===== src/rtl/uart_sched_pkg.sv =====
`default_nettype none
// ============================================================================
// Module   : uart_sched_pkg
// Purpose  : Shared types for the UART transmit scheduler. Holds the FSM
//            state encoding and the source-select constants.
// Revision : 1.0 - initial release
// ============================================================================
package uart_sched_pkg;

  typedef enum logic [1:0] {
    ST_IDLE  = 2'd0,
    ST_START = 2'd1,
    ST_DRAIN = 2'd2
  } sched_state_t;

  typedef logic src_t;

  localparam src_t SRC_CPU = 1'b0;
  localparam src_t SRC_HW  = 1'b1;

endpackage
`default_nettype wire


===== src/rtl/uart_tx_sched_if.sv =====
`default_nettype none
// ============================================================================
// Module   : uart_tx_sched_if
// Purpose  : Bundle of CPU, hardware-streamer, transmitter and status signals
//            around the transmit scheduler. The master side drives requests
//            and tx_busy; the slave side is the scheduler itself.
// Revision : 1.0 - initial release
// ============================================================================
interface uart_tx_sched_if #(
  parameter int DEPTH = 4
);
  localparam int LW = $clog2(DEPTH) + 1;

  logic          cpu_wr;
  logic [7:0]    cpu_data;
  logic          cpu_full;
  logic          hw_valid;
  logic [7:0]    hw_data;
  logic          hw_ready;
  logic [7:0]    tx_data;
  logic          tx_begin;
  logic          tx_busy;
  logic [LW-1:0] level;
  logic          overflow;
  logic          tx_err;
  logic          clr_flags;

  modport master (
    output cpu_wr, cpu_data, hw_valid, hw_data, tx_busy, clr_flags,
    input  cpu_full, hw_ready, tx_data, tx_begin, level, overflow, tx_err
  );

  modport slave (
    input  cpu_wr, cpu_data, hw_valid, hw_data, tx_busy, clr_flags,
    output cpu_full, hw_ready, tx_data, tx_begin, level, overflow, tx_err
  );

endinterface
`default_nettype wire


===== src/rtl/uart_tx_fifo.sv =====
`default_nettype none
// ============================================================================
// Module   : uart_tx_fifo
// Purpose  : Small synchronous byte FIFO for CPU writes. Occupancy is kept in
//            its own counter so full and empty need no pointer-wrap bit.
//            A push while full is still accepted when a pop happens in the
//            same cycle; otherwise it is dropped and reported via drop.
// Revision : 1.0 - initial release
// ============================================================================
module uart_tx_fifo #(
  parameter int DEPTH = 4
) (
  input  wire logic                     clk,
  input  wire logic                     rst,
  input  wire logic                     push,
  input  wire logic                     pop,
  input  wire logic [7:0]               din,
  output logic [7:0]                    dout,
  output logic [$clog2(DEPTH):0]        level,
  output logic                          full,
  output logic                          empty,
  output logic                          drop
);
  localparam int AW = $clog2(DEPTH);
  localparam int LW = AW + 1;

  logic [7:0]    mem [DEPTH];
  logic [AW-1:0] wr_ptr;
  logic [AW-1:0] rd_ptr;
  logic          push_ok;
  logic          pop_ok;

  assign full    = (level == LW'(DEPTH));
  assign empty   = (level == '0);
  assign pop_ok  = pop && !empty;
  assign push_ok = push && (!full || pop_ok);
  assign drop    = push && !push_ok;
  assign dout    = mem[rd_ptr];

  // Storage write; contents need no reset since the pointers define validity
  always_ff @(posedge clk) begin
    if (push_ok) begin
      mem[wr_ptr] <= din;
    end
  end

  // Pointers wrap naturally at DEPTH (power of two); level tracks occupancy
  always_ff @(posedge clk) begin
    if (rst) begin
      wr_ptr <= '0;
      rd_ptr <= '0;
      level  <= '0;
    end else begin
      if (push_ok) wr_ptr <= wr_ptr + 1'b1;
      if (pop_ok)  rd_ptr <= rd_ptr + 1'b1;
      case ({push_ok, pop_ok})
        2'b10:   level <= level + 1'b1;
        2'b01:   level <= level - 1'b1;
        default: level <= level;
      endcase
    end
  end

endmodule
`default_nettype wire


===== src/rtl/uart_tx_sched.sv =====
`default_nettype none
// ============================================================================
// Module   : uart_tx_sched
// Purpose  : Shares one UART transmitter between buffered CPU writes and a
//            hardware byte streamer. Round-robin arbitration on ties, a
//            start-request watchdog, and sticky overflow/timeout flags.
// Revision : 1.0 - initial release
// ============================================================================
module uart_tx_sched
  import uart_sched_pkg::*;
#(
  parameter int DEPTH         = 4,
  parameter int START_TIMEOUT = 255
) (
  input wire logic      clk,
  input wire logic      rst,
  uart_tx_sched_if.slave bus
);
  localparam int LW = $clog2(DEPTH) + 1;
  localparam int CW = $clog2(START_TIMEOUT + 1);
  localparam logic [CW-1:0] TO_VAL = CW'(START_TIMEOUT);

  sched_state_t  state;
  sched_state_t  next_state;
  src_t          last_src;
  logic [7:0]    tx_data_q;
  logic [CW-1:0] cnt;
  logic          overflow_q;
  logic          tx_err_q;

  logic [7:0]    fifo_dout;
  logic [LW-1:0] fifo_level;
  logic          fifo_full;
  logic          fifo_empty;
  logic          fifo_drop;

  logic          can_issue;
  logic          cpu_pend;
  logic          hw_pend;
  logic          grant_cpu;
  logic          grant_hw;
  logic          timeout_hit;

  uart_tx_fifo #(.DEPTH(DEPTH)) u_fifo (
    .clk   (clk),
    .rst   (rst),
    .push  (bus.cpu_wr),
    .pop   (grant_cpu),
    .din   (bus.cpu_data),
    .dout  (fifo_dout),
    .level (fifo_level),
    .full  (fifo_full),
    .empty (fifo_empty),
    .drop  (fifo_drop)
  );

  // Tie goes to the source that did not win last time
  assign cpu_pend    = !fifo_empty;
  assign hw_pend     = bus.hw_valid;
  assign can_issue   = (state == ST_IDLE) && !bus.tx_busy && !rst;
  assign grant_cpu   = can_issue && cpu_pend && (!hw_pend || last_src == SRC_HW);
  assign grant_hw    = can_issue && hw_pend && (!cpu_pend || last_src == SRC_CPU);
  assign timeout_hit = (state == ST_START) && !bus.tx_busy && (cnt >= TO_VAL);

  assign bus.tx_begin = (state == ST_START);
  assign bus.hw_ready = grant_hw;
  assign bus.tx_data  = tx_data_q;
  assign bus.level    = fifo_level;
  assign bus.cpu_full = fifo_full;
  assign bus.overflow = overflow_q;
  assign bus.tx_err   = tx_err_q;

  // State register
  always_ff @(posedge clk) begin
    if (rst) state <= ST_IDLE;
    else     state <= next_state;
  end

  // Next-state: busy acknowledgement wins over the watchdog in START
  always_comb begin
    next_state = state;
    case (state)
      ST_IDLE:  if (grant_cpu || grant_hw) next_state = ST_START;
      ST_START: begin
        if (bus.tx_busy)      next_state = ST_DRAIN;
        else if (timeout_hit) next_state = ST_IDLE;
      end
      ST_DRAIN: if (!bus.tx_busy) next_state = ST_IDLE;
      default:  next_state = ST_IDLE;
    endcase
  end

  // Byte latch, last-grant memory and watchdog counter
  always_ff @(posedge clk) begin
    if (rst) begin
      tx_data_q <= 8'h00;
      last_src  <= SRC_HW;
      cnt       <= '0;
    end else if (grant_cpu || grant_hw) begin
      tx_data_q <= grant_cpu ? fifo_dout : bus.hw_data;
      last_src  <= grant_cpu ? SRC_CPU : SRC_HW;
      cnt       <= CW'(1);
    end else if ((state == ST_START) && !bus.tx_busy && !timeout_hit) begin
      cnt <= cnt + 1'b1;
    end
  end

  // Sticky flags; a new event outranks a same-cycle clear
  always_ff @(posedge clk) begin
    if (rst) begin
      overflow_q <= 1'b0;
      tx_err_q   <= 1'b0;
    end else begin
      if (fifo_drop)          overflow_q <= 1'b1;
      else if (bus.clr_flags) overflow_q <= 1'b0;
      if (timeout_hit)        tx_err_q   <= 1'b1;
      else if (bus.clr_flags) tx_err_q   <= 1'b0;
    end
  end

endmodule
`default_nettype wire


===== src/flat_wrapper.sv =====
// flat-port wrapper written by rule: the top's interface ports become plain ports
module uart_tx_sched_flat import uart_sched_pkg::*;
#(
  parameter int DEPTH         = 4,
  parameter int START_TIMEOUT = 255
)
  (clk, rst, bus_cpu_wr, bus_cpu_data, bus_hw_valid, bus_hw_data, bus_tx_busy, bus_clr_flags, bus_cpu_full, bus_hw_ready, bus_tx_data, bus_tx_begin, bus_level, bus_overflow, bus_tx_err);
  uart_tx_sched_if #(.DEPTH(DEPTH)) bus_i ();
  input wire logic clk;
  input wire logic rst;
  input wire logic [$bits(bus_i.cpu_wr)-1:0] bus_cpu_wr;
  input wire logic [$bits(bus_i.cpu_data)-1:0] bus_cpu_data;
  input wire logic [$bits(bus_i.hw_valid)-1:0] bus_hw_valid;
  input wire logic [$bits(bus_i.hw_data)-1:0] bus_hw_data;
  input wire logic [$bits(bus_i.tx_busy)-1:0] bus_tx_busy;
  input wire logic [$bits(bus_i.clr_flags)-1:0] bus_clr_flags;
  output wire logic [$bits(bus_i.cpu_full)-1:0] bus_cpu_full;
  output wire logic [$bits(bus_i.hw_ready)-1:0] bus_hw_ready;
  output wire logic [$bits(bus_i.tx_data)-1:0] bus_tx_data;
  output wire logic [$bits(bus_i.tx_begin)-1:0] bus_tx_begin;
  output wire logic [$bits(bus_i.level)-1:0] bus_level;
  output wire logic [$bits(bus_i.overflow)-1:0] bus_overflow;
  output wire logic [$bits(bus_i.tx_err)-1:0] bus_tx_err;
  assign bus_i.cpu_wr = bus_cpu_wr;
  assign bus_i.cpu_data = bus_cpu_data;
  assign bus_i.hw_valid = bus_hw_valid;
  assign bus_i.hw_data = bus_hw_data;
  assign bus_i.tx_busy = bus_tx_busy;
  assign bus_i.clr_flags = bus_clr_flags;
  assign bus_cpu_full = bus_i.cpu_full;
  assign bus_hw_ready = bus_i.hw_ready;
  assign bus_tx_data = bus_i.tx_data;
  assign bus_tx_begin = bus_i.tx_begin;
  assign bus_level = bus_i.level;
  assign bus_overflow = bus_i.overflow;
  assign bus_tx_err = bus_i.tx_err;
  uart_tx_sched #(.DEPTH(DEPTH), .START_TIMEOUT(START_TIMEOUT)) u_core (.clk(clk), .rst(rst), .bus(bus_i));
endmodule

===== config.mk =====
export PLATFORM = sky130hd
export DESIGN_NAME = uart_tx_sched_flat
export DESIGN_NICKNAME = d
export VERILOG_FILES = /design/src/rtl/uart_sched_pkg.sv /design/src/rtl/uart_tx_sched_if.sv /design/src/rtl/uart_tx_fifo.sv /design/src/rtl/uart_tx_sched.sv /design/src/flat_wrapper.sv
export SDC_FILE = /design/constraint.sdc
export NUM_CORES = 1
export LEC_CHECK = 0
export ABC_CLOCK_PERIOD_IN_PS = 3050
export CAP_MARGIN = 20
export CORE_MARGIN = 2
export CORE_UTILIZATION = 54
export DETAILED_ROUTE_END_ITERATION = 7
export GPL_TIMING_DRIVEN = 0
export HOLD_SLACK_MARGIN = 0.1
export PLACE_DENSITY = 0.76
export SLEW_MARGIN = 20
export SYNTH_ARGS = -nofsm -noshare
export SYNTH_HDL_FRONTEND = slang
export SYNTH_SLANG_ARGS = --single-unit

===== constraint.sdc =====
create_clock -name clk -period 3.05 [get_ports clk]
set_input_delay 0.305 -clock clk [delete_from_list [all_inputs] [get_ports clk]]
set_output_delay 0.305 -clock clk [all_outputs]
set_load 0.05 [all_outputs]

* Word level (Yosys, flattened, before mapping) *
Memories as Yosys holds them, arrays and structs flattened. A register that Yosys moved wholly into a read port is not among the register bits.
Cells that the tools add are included.

operators by class
  add/sub/neg operators = 5
  multipliers = 0
  div/mod/pow operators = 0
  $lt $le $gt $ge = 1
  eq/ne operators = 8
  shifts and indexed selects = 0
  multiplexer cells = 17
  bitwise gates (word level) = 1
  reductions and logical operators = 31

operators by type and width
  operator                                              count
  logical AND 1 bit                                     12
  2-to-1 mux 2 bit                                      6
  adder 8 x 1 -> 8 bit (second input constant)          1
  >= comparator 8 bit (second input constant)           1
  2-to-1 mux 1 bit                                      8
  2-to-1 mux 8 bit                                      1
  nonzero test 2 bit                                    4
  zero test 1 bit                                       7
  case mux 2 bit (3 select lines)                       1
  case mux 3 bit (2 select lines)                       1
  adder 2 x 1 -> 2 bit (second input constant)          2
  equality test 2 x 1 -> 1 bit (second input constant)  2
  equality test 2 bit (second input constant)           2
  logical OR 1 bit                                      4
  != test 2 bit (second input constant)                 2
  adder 3 x 1 -> 3 bit (second input constant)          1
  equality test 3 bit (second input constant)           1
  zero test 3 bit                                       1
  != test 3 x 2 -> 1 bit (second input constant)        1
  AND reduction 3 bit                                   1
  subtractor 3 x 1 -> 3 bit (second input constant)     1
  zero test 2 bit                                       1
  OR reduction 2 bit                                    1
  NOT 1 bit                                             1

storage, ports and cells
  register bits after elaboration = 28
  latch bits = 0
  memory bits (writable) = 32
  bits in read-only memories = 0
  input bits = 22
  memories kept = 1

memories
  memory             words  width  read ports  clocked after memory_dff  write ports  line                source
  u_core.u_fifo.mem  4      8      1           1                         1            uart_tx_fifo.sv:27  logic [7:0] mem [DEPTH];

* Depth between registers and ports, before layout *
  word-level depth = 11
  mapped depth = 10

* Cells and area by module *
From an unflattened synthesis, not the netlist that was laid out.

second synthesis, totals
  cells, all modules = 198
  area total of the unflattened synthesis = 2621.3 sq um

modules (own cells, without submodules)
  module         instances  cells an instance  area each (sq um)  seq. area each (sq um)
  uart_tx_fifo   1          97                 1656.6             1141.1
  uart_tx_sched  1          101                964.7              420.4

* Worst setup path after synthesis *
Ideal clock, no wire load.

  path type = register to register
  start = register u_core.u_fifo.level[2]
  end = memory u_core.u_fifo.mem[0][0], enable pin
  setup time = 0.277 ns
  data arrival time = 2.634 ns
  slack = 0.139 ns
  stages on the path, launching flop included = 4
  clock period less this slack = 2.911 ns
  cells stage by stage = dfxtp_1 nor3b_1 a21boi_2 and2_1

on the way
  elaborated cells on any way between the ends = 11

RTL lines
  item                                    line                source
  start, declared                         uart_tx_fifo.sv:19  output logic [$clog2(DEPTH):0] level,
  start signal, assigned                  uart_tx_fifo.sv:57  2'b10: level <= level + 1'b1;
  start signal, assigned                  uart_tx_fifo.sv:58  2'b01: level <= level - 1'b1;
  start signal, assigned                  uart_tx_fifo.sv:59  default: level <= level;
  equality test 3 bit                     uart_tx_fifo.sv:33  assign full = (level == LW'(DEPTH));
  via bus_cpu_full                        flat_wrapper.sv:17  output wire logic [$bits(bus_i.cpu_full)-1:0] bus_cpu_full;
  zero test 1 bit                         uart_tx_fifo.sv:36  assign push_ok = push && (!full || pop_ok);
  logical OR 1 bit                        uart_tx_fifo.sv:36
  logical AND 1 bit                       uart_tx_fifo.sv:36
  2-to-1 mux 1 bit                        uart_tx_fifo.sv:42  if (push_ok) begin
  2-to-1 mux 1 bit (implied by the code)  uart_tx_fifo.sv:43  mem[wr_ptr] <= din;
  end, declared                           uart_tx_fifo.sv:27

The timed path passes the listed nets, and every way through them passes these cells.

* Worst setup path in the final report *
  start = input bus_hw_valid
  end = register u_core.u_fifo.level[2]

on the way
  longest elaborated chain between the ends = 8
  elaborated cells on any way between the ends = 10

RTL lines
  item                                                                          line                 source
  start, declared                                                               flat_wrapper.sv:13   input wire logic [$bits(bus_i.hw_valid)-1:0] bus_hw_valid;
  zero test 1 bit (*)                                                           uart_tx_sched.sv:61  assign grant_cpu = can_issue && cpu_pend && (!hw_pend || last_src == SRC_HW);
  logical OR 1 bit (*)                                                          uart_tx_sched.sv:61
  logical AND 1 bit (*)                                                         uart_tx_sched.sv:61
  logical AND 1 bit (*)                                                         uart_tx_fifo.sv:35   assign pop_ok = pop && !empty;
  logical OR 1 bit                                                              uart_tx_fifo.sv:36
  logical AND 1 bit                                                             uart_tx_fifo.sv:36
  equality test 2 x 1 -> 1 bit / equality test 2 bit (equally long branches)    uart_tx_fifo.sv:56   case ({push_ok, pop_ok})
  case mux 3 bit (2 select lines) / nonzero test 2 bit (equally long branches)  n/a

Every way passes the cells marked *; elsewhere a longest branch is shown, timed or not.
A chain may end at the register's enable or synchronous reset.

==> impl_metrics.toml <==
[outcome]
run_status = "finished clean"

[routing]
highest_routed_metal_layer = "met4"
first_iter_violations = 55
postRouteWirelength_microns = 4780
drt_pass1_iterations = 4
post_drt_via_cell_ratio = 5.27
detail_route.wl_per_cell_microns = 14.4
antenna_left = 0
length_of_routed_met2_wiring_microns = 2290
wire_length_the_detailed_router_placed_on_met1_microns = 2230
drc = 0
met3_wirelength_microns = 193
vias = 1751

[floorplanning]
io_pins = 38
die-width_microns = 75.1
floorplan.core_area_sq_mm = 0.00479
chipHeight_microns = 75.1
floorplan.initialDensity_pct = 57.1
placementRows = 25
die_area_sq_mm = 0.00565

[timing]
final.setup_skew_ns = 0.00946
worst_slew_pin_slew_ns = 0.654
timing.slew.headroom_pct = 56.3
timing_max_transition_violations_final = 0
min_period_over_period_pct = 87.4
rsz0062_at_grt = "false"
final.setup.worst_slack_ns = 0.383
finalSetupViolCount = 0
layout_min_cycle_time_ns = 2.67
report.final.hold_viol_count = 0
tns_ns = 0
timing.fmax_ghz = 0.375

[clock_network]
cts_setup_buffers = 0
cts_tree = "built"
clk_latency_ns = 0.33
tritoncts.num_buffers = 9
cts_resized = 0
cts_max_path_buffers = 2
clock_sink_count = 62
clk_pin_slew_worst_paths_ns = 0.07
holdBufCountCts = 0
cts_root_buf = "sky130_fd_sc_hd__clkbuf_8"
h-tree-depth = 3

[global_route]
number_of_antenna_violations_at_the_first_check_in_global_routing = 0
grt_first_pass_wirelength_microns = 7630
largest_net_degree_at_the_start_of_global_routing = 12
gr_usage_total_pct = 18.4
remaining_overflow_grt = 0
first_global_vias = 1667

[worst_setup_path]
crit_path_max_incr_delay_ns = 0.54
cp.arrival_ns = 2.87
critPathMaxFanout = 10
timing_worst_setup_path_type = "in2reg"
worstSetupEndpointType = "flip-flop"
worstPathCellList = "clkdlybuf4s50_1, nand2b_1, nand3_2, buf_4, or2_2, fa_1, nor2b_1, a21bo_2, a32oi_1, a21oi_1"
startpoint_type = "input pin"
cpMaxStageDelayCell = "sky130_fd_sc_hd__clkdlybuf4s50_1"
reg2reg_slack_ns = 0.47
crit_required_ns = 3.25

[power_and_ir_drop]
ir_drop_v = 0.000382
powerDensity_mw_per_mm2 = 614
power_leakage_uw = 0.00119

[placed_design]
place.detailed.hpwl_microns = 3350
place_area_sq_mm = 0.00318
port_buffers = 36
placement.setup.worst_slack_ns = 0.0850
place.gp.congestion = 0.796

[synth]
yosys_register_bits = 62
synth.lib_cells_used.distinct = 49
synth_enable_flop_cells = 32
synth_cells = 213
ys_dominant_reg_cell = "sky130_fd_sc_hd__edfxtp_1"
synth_sequential_area_ratio_pct = 57.1
asyncSetResetFlopFracSynth_pct = 0
syn_nets = 241
avgSynthCellArea_sq_um = 12.8
yosysWarnings = 0
post_synth_instance_area_sq_mm = 0.00273

[final_layout]
number_of_nets_in_the_final_layout = 288
finish.utilization_pct = 71.1
layout.cell_area.non_filler_sq_mm = 0.00340
drive_gt1_share_pct = 18.9
fillerInstances = 349
layout.cells.most_common = "sky130_fd_sc_hd__clkdlybuf4s50_1"
areaGrowthSynthToFinish_pct = 24.5
antenna_cells_inserted = 0
layout_common_cells = "sky130_fd_sc_hd__clkdlybuf4s50_1, sky130_fd_sc_hd__edfxtp_1, sky130_fd_sc_hd__nor2_1, sky130_fd_sc_hd__dfxtp_1, sky130_fd_sc_hd__inv_1"

[job]
cap_violations = 0

[hold_path]
hold_path.class = "in2reg"
[final cells by class]
cell class	instances	area [sq um]	area share, %
Clock inverter	6	85.1	2.50
Multi-Input combinational cell	129	1070	31.6
Inverter	14	52.6	1.54
Clock buffer	10	138	4.05
Buffer	8	45.0	1.32
Timing Repair Buffer	36	363	10.7
Sequential cell	62	1560	45.9
Tap cell	67	83.8	2.46
[cells in the mapped netlist, types with 2 or more instances]
master                      instances  area, sq um
sky130_fd_sc_hd__nand4_1            3         18.8
sky130_fd_sc_hd__nand4b_1           2         17.5
sky130_fd_sc_hd__a21oi_1            7         35.0
sky130_fd_sc_hd__mux2_2             2         22.5
sky130_fd_sc_hd__a31oi_1            2         12.5
sky130_fd_sc_hd__mux2i_1            2         20.0
sky130_fd_sc_hd__nand2_1            4         15.0
sky130_fd_sc_hd__edfxtp_1          32          961
sky130_fd_sc_hd__mux4_2             8          180
sky130_fd_sc_hd__dfxtp_1           30          601
sky130_fd_sc_hd__nor2b_1            5         31.3
sky130_fd_sc_hd__inv_1             14         52.6
sky130_fd_sc_hd__clkbuf_1           2         7.51
sky130_fd_sc_hd__and2_1             5         31.3
sky130_fd_sc_hd__nor2_1            30          113
sky130_fd_sc_hd__o21ai_0            3         15.0
sky130_fd_sc_hd__a2111oi_2          8          120
sky130_fd_sc_hd__nand2b_1           5         31.3
sky130_fd_sc_hd__buf_2              3         15.0
sky130_fd_sc_hd__xor2_1             4         35.0
sky130_fd_sc_hd__xnor2_1            3         26.3
sky130_fd_sc_hd__nor3b_1            2         15.0
sky130_fd_sc_hd__ha_1               5         62.6
sky130_fd_sc_hd__and3_1             2         12.5
sky130_fd_sc_hd__or2_2              2         12.5
sky130_fd_sc_hd__nand3_1            2         10.0
sky130_fd_sc_hd__a32oi_1            2         17.5
sky130_fd_sc_hd__or3_1              3         18.8
[final timing paths]
| path | cells past startpoint | start | end |
|---|---|---|---|
| hold reg to reg | 2 | u_core.bus.overflow | u_core.bus.overflow |
| hold / removal | 3 | rst | u_core.u_fifo.wr_ptr[0] |
| setup reg to reg | 9 | u_core.state[1] | u_core.u_fifo.level[2] |
| setup / recovery | 10 | bus_hw_valid | u_core.u_fifo.level[2] |
[routing by layer]
| metal | vias up | GRT usage (%) |
|---|---|---|
| li1 | 869 | - |
| met1 | 838 | 24.3 |
| met2 | 38 | 29.5 |
| met3 | 6 | 4.02 |
| met4 | 0 | 8.19 |
| met5 | - | 0 |
[per-stage QoR]
stage / hold WS [ns] / total power [uW] / cells
2_1_floorplan: 0.404 / 1210 / 213
3_3_place_gp: 0.456 / 1310 / 316
3_5_place_dp: 0.466 / 1320 / 316
4_1_cts: 0.401 / 2110 / 332
5_1_grt: 0.430 / 2170 / 332
6_report: 0.407 / 2090 / 332
[power breakdown]
group          total, uW  leakage, uW  internal (uW)  switching [uW]
combinational        344     0.000545            145             199
sequential           956     0.000538            929            26.7
clock                790     0.000108            479             311
[critical path, delay by kind of cell]
family	cells	cell delay [ns]
and+or+nand+nor	4	0.91
buffers and inverters	2	0.75
AOI/OAI and AO/OA	3	0.52
adders and majority gates	1	0.39
[cells by family after synthesis]
family	synth area share, %
compound gates	11.5
xor+xnor	2.24
fa+ha+maj	3.02
buf+inv	3.57
flops	57.1
mux	8.15
simple gates	14.3
[flip-flops by register name, indices dropped and copies added (netlist names), named ones only]
name and cells:
u_core.u_fifo.mem 32, u_core.bus.tx_data 8, u_core.cnt 8, u_core.u_fifo.level 3, u_core.state 2, u_core.u_fifo.rd_ptr 2, u_core.u_fifo.wr_ptr 2, u_core.bus.overflow 1
u_core.bus.tx_err 1, u_core.last_src 1
No activity file was read; power rests on OpenSTA's default activity.
